<file path="src/rtl/alu_pkg.sv">
// Shared definitions for the ALU datapath: logic op encoding and the serial engine FSM states.
package alu_pkg;

  localparam logic [1:0] AND   = 2'b00;
  localparam logic [1:0] XOR   = 2'b01;
  localparam logic [1:0] OR    = 2'b10;
  localparam logic [1:0] ONE_S = 2'b11;

  typedef enum logic [1:0] {
    IDLE = 2'd0,
    BUSY = 2'd1,
    DONE = 2'd2
  } state_t;

endpackage

</file>
<file path="src/rtl/logic_slice.sv">
// W-bit combinational logic slice: evaluates one op over one operand slice.
module logic_slice
  import alu_pkg::*;
#(
  parameter int unsigned W = 2
) (
  input  logic [W-1:0] a,
  input  logic [W-1:0] b,
  input  logic [1:0]   op,
  output logic [W-1:0] r
);

  always_comb begin
    r = ~b;
    case (op)
      AND:     r = a & b;
      XOR:     r = a ^ b;
      OR:      r = a | b;
      default: r = ~b;
    endcase
  end

endmodule

</file>
<file path="src/rtl/logic_serial_engine.sv">
// Slice-serial logic unit: captures a command, evaluates W bits per clock LSB first,
// then holds the result and flags behind a valid/ready output handshake.
module logic_serial_engine
  import alu_pkg::*;
#(
  parameter int unsigned N = 8,
  parameter int unsigned W = 2
) (
  input  logic         clk,
  input  logic         rst,
  input  logic         in_valid,
  output logic         in_ready,
  input  logic [N-1:0] in_a,
  input  logic [N-1:0] in_b,
  input  logic         in_s2,
  input  logic         in_s3,
  output logic         out_valid,
  input  logic         out_ready,
  output logic [N-1:0] out_rl,
  output logic         out_zero,
  output logic         out_neg
);

  localparam int unsigned SLICES = N / W;
  localparam int unsigned CW     = (SLICES > 1) ? $clog2(SLICES) : 1;

  if ((N % W) != 0) begin : g_bad_width
    $error("logic_serial_engine: N must be a multiple of W");
  end

  state_t          state_q, state_d;
  logic [CW-1:0]   cnt_q;
  logic [N-1:0]    a_q, b_q, rl_q;
  logic [1:0]      op_q;
  logic [W-1:0]    slice_r;
  logic            accept;
  logic            last_slice;

  assign accept     = in_valid & in_ready;
  assign last_slice = (cnt_q == CW'(SLICES - 1));

  // State register
  always_ff @(posedge clk) begin
    if (rst) state_q <= IDLE;
    else     state_q <= state_d;
  end

  // Next-state logic; a DONE handoff with a pending command goes straight back to BUSY
  always_comb begin
    state_d = state_q;
    case (state_q)
      IDLE:    if (accept) state_d = BUSY;
      BUSY:    if (last_slice) state_d = DONE;
      DONE:    if (out_ready) state_d = in_valid ? BUSY : IDLE;
      default: state_d = IDLE;
    endcase
  end

  // Handshake outputs depend on state and out_ready only
  always_comb begin
    in_ready  = 1'b0;
    out_valid = 1'b0;
    case (state_q)
      IDLE:    in_ready = 1'b1;
      DONE:    begin
        in_ready  = out_ready;
        out_valid = 1'b1;
      end
      default: ;
    endcase
  end

  logic_slice #(.W(W)) u_slice (
    .a  (a_q[cnt_q*W +: W]),
    .b  (b_q[cnt_q*W +: W]),
    .op (op_q),
    .r  (slice_r)
  );

  // Operand capture and slice-by-slice result accumulation
  always_ff @(posedge clk) begin
    if (rst) begin
      a_q   <= '0;
      b_q   <= '0;
      op_q  <= '0;
      rl_q  <= '0;
      cnt_q <= '0;
    end else if (accept) begin
      a_q   <= in_a;
      b_q   <= in_b;
      op_q  <= {in_s2, in_s3};
      cnt_q <= '0;
    end else if (state_q == BUSY) begin
      rl_q[cnt_q*W +: W] <= slice_r;
      cnt_q              <= cnt_q + CW'(1);
    end
  end

  assign out_rl   = rl_q;
  assign out_zero = (rl_q == '0);
  assign out_neg  = rl_q[N-1];

endmodule

</file>
<file path="config.mk">
export PLATFORM = sky130hd
export DESIGN_NAME = logic_serial_engine
export DESIGN_NICKNAME = d
export VERILOG_FILES = /design/src/rtl/alu_pkg.sv /design/src/rtl/logic_slice.sv /design/src/rtl/logic_serial_engine.sv
export SDC_FILE = /design/constraint.sdc
export NUM_CORES = 1
export LEC_CHECK = 0
export ABC_AREA = 1
export CAP_MARGIN = 30
export CORE_MARGIN = 4
export CORE_UTILIZATION = 50
export CTS_CLUSTER_SIZE = 20
export DETAILED_ROUTE_END_ITERATION = 10
export HOLD_SLACK_MARGIN = 0.05
export PLACE_DENSITY = 0.79
export SETUP_SLACK_MARGIN = 0.3
export SLEW_MARGIN = 20
export SYNTH_ARGS = -nofsm -noshare
export SYNTH_HDL_FRONTEND = slang
export SYNTH_SLANG_ARGS = --single-unit
</file>
<file path="constraint.sdc">
create_clock -name clk -period 4 [get_ports clk]
set_clock_uncertainty 0.1 [all_clocks]
set_input_delay 0.8 -clock clk [delete_from_list [all_inputs] [get_ports clk]]
set_output_delay 0.8 -clock clk [all_outputs]
set_load 0.01 [all_outputs]
</file>
==> Word level (Yosys, flattened, before mapping) <==
Index checks and enable logic that the tools add are counted.
{ "word_totals": {"regBits": 30, "latch_bits": 0, "ramBits": 0, "inputBits": 22, "romBits": 0, "memories": 0, "word_cells": 41} }
{ "op_classes": {"n_div": 0, "bitwise_logic": 6, "n_shift": 4, "reduce_logical": 6, "mux": 9, "eq_ne": 8, "magnitude_cmp": 0, "addsub": 2, "mul": 0} }
{ "op_table": {"columns": ["cell", "n"], "rows": [
  ["$neg 3->34", 1],
  ["$shift 2x34->8 const A", 1],
  ["$shiftx 2x34->8", 1],
  ["$shiftx 8x4->2", 2],
  ["$pmux 2 s3", 2],
  ["$bwmux 8", 1],
  ["$logic_not 8->1", 1],
  ["$eq 2x2->1 const B", 3],
  ["$mux 2", 3],
  ["$ne 2x2->1 const B", 3],
  ["$eq 2x1->1 const B", 2],
  ["$logic_not 2->1", 2],
  ["$reduce_and 3->1", 1],
  ["$add 2x1->2 const B", 1],
  ["$and 2x2->2", 1],
  ["$mux 1", 2],
  ["$not 2->2", 1],
  ["$or 2x2->2", 1],
  ["$pmux 1 s2", 1],
  ["$reduce_and 2->1", 1],
  ["$reduce_or 2->1", 1],
  ["$xor 2x2->2", 1],
  ["$and 1x1->1", 1],
  ["$not 1->1", 1]
]} }

==> Logic depth before layout (Yosys ltp) <==
Gate-level depths: netlist of run 1.
{ "logic_depth": {"ltp_word": 5, "depth_mapped": 13, "depth_no_buf": 12} }

==> Cells and area by module <==
From an unflattened synthesis of run 1, not the netlist that was laid out.
{ "unflattened": {"hier_cells": 258, "area_unflattened_um2": 1647.8} }
{ "modules_own_cells": {"columns": ["module", "area_each_um2", "seq_area_each_um2", "instances", "cells_each"], "rows": [
  ["logic_serial_engine", 1516.5, 600.6, 1, 237],
  ["logic_slice", 131.4, 0.0, 1, 21]
]} }

==> Worst setup path after synthesis of run 1 <==
OpenSTA, ideal clock, no wires.
{ "synth_path": {"path_type": "register to register", "startpoint": "reg cnt_q[0]", "endpoint": "reg rl_q[6] (netlist: out_rl[6])", "stages_incl_launch_ff": 13, "arrival_ns": 1.711, "path_slack_ns": 2.052, "setup_time_ns": 0.137, "path_cell_list": "dfxtp_1 -> buf_4 -> buf_2 -> nand2_1 -> a32oi_1 -> inv_1 -> ha_1 -> nand3_1 -> nand2_1 -> nor2_1 -> nand2_2 -> nand4_1 -> a21oi_1"} }
{ "synth_between": {"elab_chain_len": 5, "word_cells_on_any_way": 11, "cone_classes": "add/sub: 1; shift: 4; mux: 2; bitwise: 4"} }
{ "synth_lines": {"columns": ["element", "line_no", "rtl"], "rows": [
  ["start: declaration", "logic_serial_engine.sv:32", "logic [CW-1:0] cnt_q;"],
  ["start signal: assignment", "logic_serial_engine.sv:95", "cnt_q <= cnt_q + CW'(1);"],
  ["$shiftx 8x4->2, on equally long branches", "logic_serial_engine.sv:74, logic_serial_engine.sv:75", null],
  ["$or 2x2->2, or another cell as far along", "logic_slice.sv:18", "OR: r = a | b;"],
  ["$pmux 2 s3", "logic_slice.sv:15", "case (op)"],
  ["$shiftx 2x34->8", "logic_serial_engine.sv:94", "rl_q[cnt_q*W +: W] <= slice_r;"],
  ["$bwmux 8 *", "logic_serial_engine.sv:94", null],
  ["end signal: indexed assignment", "logic_serial_engine.sv:94", null],
  ["end: declaration", "logic_serial_engine.sv:33", "logic [N-1:0] a_q, b_q, rl_q;"]
]} }
Every way passes the cells marked *; elsewhere a longest branch is shown, timed or not.
A chain may end at the register's enable or synchronous reset.

==> Worst setup path after layout of run 1 <==
{ "layout_path": {"startpoint": "in out_ready", "endpoint": "out in_ready"} }
{ "layout_between": {"elab_chain_len": 1} }
{ "layout_lines": {"columns": ["element", "line_no", "rtl"], "rows": [
  ["start: declaration", "logic_serial_engine.sv:18", "input logic out_ready,"],
  ["$pmux 1 s2", "logic_serial_engine.sv:63", "case (state_q)"],
  ["end: declaration", "logic_serial_engine.sv:12", "output logic in_ready,"]
]} }
Every way passes these cells.

==> flow_summary.ini, run 1 <==
[outcome]
run_status = complete, no violations

[clock_network]
cts_buffer_depth = 2
postCtsHoldBufs = 0
cts_buffers = 5
cts_root_buf = clkbuf_4
post_cts_resize_count = 0
numClockSinks = 30
htree_num_levels = 2
worst_skew_pair.late_latency_ns = 0.33
post-cts-setup-buffer-count = 0
cts_tree = done
clkSlewWorstSetupHoldPaths_ns = 0.08

[power_and_ir_drop]
clockPowerShare = 0.290
p_switching_uw = 170
power.leakage_nw = 0.765
p_seq_frac = 0.532
pwr_density_cell_nw_per_um2 = 319
netSwitchingFraction = 0.278
p_int_uw = 443
ir_drop_v = 0.000201
comb_power_share = 0.177

[floorplan]
floorplan_core_area_um2 = 2850
fp.dieH_um = 63.7
rows = 19
ioPinCount = 34
dieArea_um2 = 4060
start_util = 0.543
die_extent_in_x_um = 63.7

[setup_path]
critPathMaxFanout = 2
worstSetupEndpoint = in_ready
endpoint_kind = output pin
worst_r2r_endpoint = out_rl[2]
timing.critical_path.slowest_cell_delay_ns = 0.56
worst_path_dominant_cell_family = buffers and inverters
timing.critical_path.cells = clkdlybuf4s50_1 > nor2_2 > nor2_2 > clkdlybuf4s50_1
rr_startpoint = cnt_q[0]
worst_path_required_ns = 3.10
cp_data_arrival_time_ns = 2.00
cp-startpoint = out_ready
timing.critical_path.buf_inv = 2
crit_path_start_kind = primary input
crit_type = in -> out
worst-r2r-cell-count = 11
regToRegSetupSlack_ns = 1.69
critPathSlowestCell = clkdlybuf4s50_1
cp.depth = 4

[timing]
final.period_utilization = 0.726
rsz0062_at_grt = no
timing.slew.headroom = 0.517
timing.final.setup_violations = 0
tightestPinTransition_ns = 0.724
fmax_ghz = 0.344
hold_viol = 0
timing_max_transition_violations_final = 0
tns_ns = 0
timing.final.crit_period_ns = 2.90

[synth]
yosys_warnings = 0
cell_area_after_synthesis_um2 = 1550
yosys_most_used_dff = dfxtp_1
post_synth_num_cell_types = 29
ys_top_cells_by_area = dfxtp_1, nand2_1, a21oi_1
yosysMostFrequentCell = nand2_1
post_synth.cell_area_avg_um2 = 7.45
synthesized_netlist_net_count = 240
synthesis_stage_register_bit_count = 30
synth_sequential_area_ratio = 0.387
synth_top_cell_by_area = dfxtp_1
postSynth.asyncResetShare = 0
synth_enable_flop_cells = 0
ys_top_cells_by_count = nand2_1, dfxtp_1, a21oi_1
post_synth_inst_count = 208
netlist.area_leader.share = 0.387

[route]
drt-pass1-iter-count = 4
totalWireLength_um = 2980
detailroute.via_count = 1356
drt-wirelength-per-cell_um = 11.0
post_drt_via_cell_ratio = 5.02
postRouteAntennaNets = 0
drc = 0
detailedRoute.firstIterationViolations = 44

[global_route]
grt-busiest-layer = met2
antenna_found_initial = 0
globalRouteMet1Util = 0.197
grt_max_degree = 25
grt_pass1_vias = 1205
grt_usage = 0.162
gr-usage-met2 = 0.261
grt_remaining_overflow = 0
grt_first_pass_wirelength_um = 5230
use_met3 = 0.0622

[cells_and_area]
diodes = 0
finish.instance_area_um2 = 1920
final_layout_size_suffix_gt1_frac = 0.0879
area_growth_syn_to_layout_pct = 24.1
num-nets-final = 272
finalNonFillerCells = 270

[placement]
placed_cell_area_um2 = 1870
global_placer_s_final_weighted_congestion = 0.755
post-dp-hpwl_um = 2170
place.detailed.instances = 264
buffer_ports.inserted = 33

[job]
drv_cap = 0

[worst_hold_path]
hold_path.class = reg -> reg
==> final cells by class <==
type                            count  area [um^2]
Inverter                           19         76.3
Clock buffer                        6         51.3
Fill cell                         264          928
Sequential cell                    30          601
Tap cell                           31         38.8
Multi-Input combinational cell    150          812
Timing Repair Buffer               34          345
==> state kept, by name, summed over array words and instances (netlist names) <==
register  count
a_q           8
b_q           8
cnt_q         2
op_q          2
out_rl        8
state_q       2
==> worst min-delay path: stages, from the launching register on <==
cell	delay (ns)
dfxtp_1	0.32
nand2_1	0.06
a21oi_1	0.05
==> worst min path at each step <==
stage	slack, ns	to	startpoint	depth (start not counted)
after floorplan	0.34	a_q[0]	a_q[0]	2
after global placement	0.35	b_q[5]	b_q[5]	2
after detailed placement	0.36	b_q[7]	b_q[7]	2
after CTS	0.37	b_q[7]	b_q[7]	2
after global routing	0.40	b_q[5]	b_q[5]	2
final	0.37	b_q[3]	b_q[3]	2
==> power groups by stage <==
stage | registers [mW] | clock network [mW] | logic, mW
2_1_floorplan | 0.328 | 0 | 0.0765
3_3_place_gp | 0.333 | 0 | 0.106
3_5_place_dp | 0.333 | 0 | 0.109
4_1_cts | 0.326 | 0.184 | 0.110
5_1_grt | 0.329 | 0.199 | 0.123
6_report | 0.327 | 0.178 | 0.109
==> layout by cell type (no fill, tap or decap), drive strengths merged, types with 2 or more instances in the layout <==
| cell | n |
|---|---|
| a32oi | 2 |
| nor4 | 3 |
| a21oi | 26 |
| nand3 | 8 |
| clkbuf | 6 |
| dfxtp | 30 |
| nor3b | 2 |
| nand4 | 4 |
| inv | 19 |
| nand3b | 2 |
| nor2 | 15 |
| a211oi | 5 |
| ha | 10 |
| clkdlybuf4s50 | 33 |
| nand2 | 69 |
==> through the flow <==
step                      setup slack, ns   util  hold WS [ns]  power (mW)
after floorplan                      2.05      -         0.340       0.405
after detailed placement             1.09  0.657         0.356       0.443
after CTS                            1.08  0.675         0.369       0.620
final                                1.10  0.675         0.369       0.613
after global placement               1.09  0.651         0.353       0.439
after global routing                 1.03  0.675         0.396       0.651
==> cell families after synthesis <==
logic type | synth area share
xor gates and xnor gates | 0.00565
adders and majority gates | 0.0807
AOI/OAI and AO/OA | 0.126
buffers and inverters | 0.0888
and+or+nand+nor | 0.312
DFF | 0.387
==> layer usage <==
| metal | routed length (um) | vias up |
|---|---|---|
| met4 | 47 | 0 |
| met5 | 0 | - |
| met3 | 201 | 7 |
| met2 | 1310 | 42 |
| met1 | 1420 | 567 |
| li1 | - | 740 |
No activity file was read; power rests on OpenSTA's default activity.
==> inputs of run 2 (changes only) <==
--- a/config.mk
+++ b/config.mk
@@ -8,11 +8,11 @@
 export ABC_AREA = 1
 export CAP_MARGIN = 30
 export CORE_MARGIN = 4
-export CORE_UTILIZATION = 50
+export CORE_UTILIZATION = 45
 export CTS_CLUSTER_SIZE = 20
 export DETAILED_ROUTE_END_ITERATION = 10
 export HOLD_SLACK_MARGIN = 0.05
-export PLACE_DENSITY = 0.79
+export PLACE_DENSITY = 0.75
 export SETUP_SLACK_MARGIN = 0.3
 export SLEW_MARGIN = 20
 export SYNTH_ARGS = -nofsm -noshare
==> constraint.sdc (replaced) <==
create_clock -name clk -period 2.62 [get_ports clk]
set_clock_uncertainty 0.1 [all_clocks]
set_input_delay 0.524 -clock clk [delete_from_list [all_inputs] [get_ports clk]]
set_output_delay 0.524 -clock clk [all_outputs]
set_load 0.01 [all_outputs]
==> run 2 against run 1 <==
Worst hold slack is essentially flat; sequential share of layout area shrank 0.36 points; die area grew 9.7%; global-route usage shrank 0.73 points; via count grew 1.7%; sequential power grew 53%.
==> flow_summary.ini, run 2 (same netlist as run 1, synthesis figures left out) <==
[cells_and_area]
layout.area.seq_um2 = 602
final_layout_size_suffix_gt1_frac = 0.0996
final_common_cell = nand2_1
multi_input_comb_area_um2 = 818
n_fill_cell = 334
post-route-util = 0.585
num-nets-final = 272
finish.instance_area_um2 = 1950
diodes = 0
mostFrequentLayoutCells = nand2_1, clkdlybuf4s50_1, dfxtp_1, a21oi_1, inv_1
area_growth_syn_to_layout_pct = 25.8

[clock_network]
clkSlewWorstSetupHoldPaths_ns = 0.10
postCtsHoldBufs = 0
htree_num_levels = 2
cts_root_buf = clkbuf_4
cts_buffer_depth = 2
cts_buffers = 5
worst_skew_pair.late_latency_ns = 0.32
cts_tree = done
numClockSinks = 30

[route]
post_drt_via_cell_ratio = 4.80
drt-wirelength-per-cell_um = 10.8
postRouteAntennaNets = 0
detailedRoute.firstIterationViolations = 41
drt-pass1-iter-count = 4
drc = 0
detailroute.via_count = 1379
totalWireLength_um = 3100

[setup_path]
crit_type = reg -> out
endpoint_kind = output pin
worst-r2r-cell-count = 10
crit_path_start_kind = flip-flop
cp_data_arrival_time_ns = 1.59
critPathMaxFanout = 3
worst_path_required_ns = 2.00

[timing]
setup_ws_ns = 0.406
timing.final.setup_violations = 0
hold_viol = 0
timing.final.crit_period_ns = 2.21
tns_ns = 0
fmax_ghz = 0.452
timing_max_transition_violations_final = 0
tightestPinTransition_ns = 0.387
final.period_utilization = 0.845
timing.slew.headroom = 0.742
rsz0062_at_grt = no

[placement]
post-dp-hpwl_um = 2220
placed_cell_area_um2 = 1880
buffer_ports.inserted = 33
global_placer_s_final_weighted_congestion = 0.817
dp_slack_ns = 0.258

[global_route]
grt_usage = 0.155
grt_first_pass_wirelength_um = 5400
grt_remaining_overflow = 0
grt_max_degree = 31
grt_pass1_vias = 1322
antenna_found_initial = 0

[floorplan]
dieArea_um2 = 4450
rows = 21
die_extent_in_x_um = 66.7
floorplan_core_area_um2 = 3340
start_util = 0.465
ioPinCount = 34
fp.dieH_um = 66.7

[worst_hold_path]
worst_hold_path.num_cells = 2
hold_path.class = reg -> reg

[power_and_ir_drop]
clockPowerShare = 0.301
ir_drop_v = 0.000332
comb_power_share = 0.173
pwr_density_cell_nw_per_um2 = 487
netSwitchingFraction = 0.279
p_seq_frac = 0.526
p_switching_uw = 265
power.leakage_nw = 0.769
p_int_uw = 684

[outcome]
run_status = complete, no violations

[job]
drv_cap = 0
[run 2: cell count changes in the layout (fill, tap and decap cells not counted)]
cell	previous run	this run
dfxtp_1	30	29
nor4_2	1	2
dlygate4sd2_1	0	1
clkbuf_1	0	1
buf_4	0	1
nor4_1	2	1
clkdlybuf4s50_1	33	32
clkinv_2	0	1
dfxtp_2	0	1
buf_8	1	0
[run 2: area by class of cell]
cell class	instances	area share
Multi-Input combinational cell	150	0.419
Inverter	19	0.0391
Timing Repair Buffer	34	0.173
Tap cell	46	0.0295
Clock inverter	1	0.00257
Sequential cell	30	0.309
Clock buffer	7	0.0282
[run 2: critical path, stage by stage (launching register included)]
cell and delay [ns]:
dfxtp_1 0.35, nor4_2 0.26, and2_1 0.15, clkdlybuf4s50_1 0.52
[run 2: timing repair]
action                     CTS  global route
setup endpoints to repair    1             9
setup buffers                0             0
resized for setup            1             2
cloned                       0             0
[run 2: metrics by stage]
| stage | total power, mW | std cells | hold slack, ns |
|---|---|---|---|
| finish | 0.950 | 287 | 0.368 |
| global route | 1.00 | 287 | 0.385 |
| CTS | 0.959 | 287 | 0.372 |
| detailed placement | 0.676 | 279 | 0.357 |
| global placement | 0.671 | 279 | 0.354 |
| floorplan | 0.618 | 208 | 0.340 |
[run 2: power groups by stage]
stage / clock, mW / sequential [mW] / combinational (mW)
after floorplan: 0 / 0.501 / 0.117
after global placement: 0 / 0.509 / 0.162
after detailed placement: 0 / 0.509 / 0.167
after CTS: 0.293 / 0.499 / 0.166
after global routing: 0.311 / 0.503 / 0.187
final: 0.286 / 0.499 / 0.164
[run 2: final timing paths]
| path | startpoint | endpoint | slack, ns |
|---|---|---|---|
| worst max-delay path | out_rl[5] | out_zero | 0.41 |
| worst min-delay path | b_q[5] | b_q[5] | 0.37 |
| worst max register to register | cnt_q[1] | out_rl[2] | 0.57 |
| worst min register to register | b_q[5] | b_q[5] | 0.37 |
[run 2: metal layers]
layer | vias up | wire length [um] | part of all wire | track usage
met3 | 2 | 160 | 0.052 | 0.0472
met5 | - | 0 | 0 | 0
met2 | 30 | 1460 | 0.47 | 0.262
li1 | 733 | - | - | -
met4 | 0 | 24 | 0.0077 | 0.0558
met1 | 614 | 1450 | 0.47 | 0.183
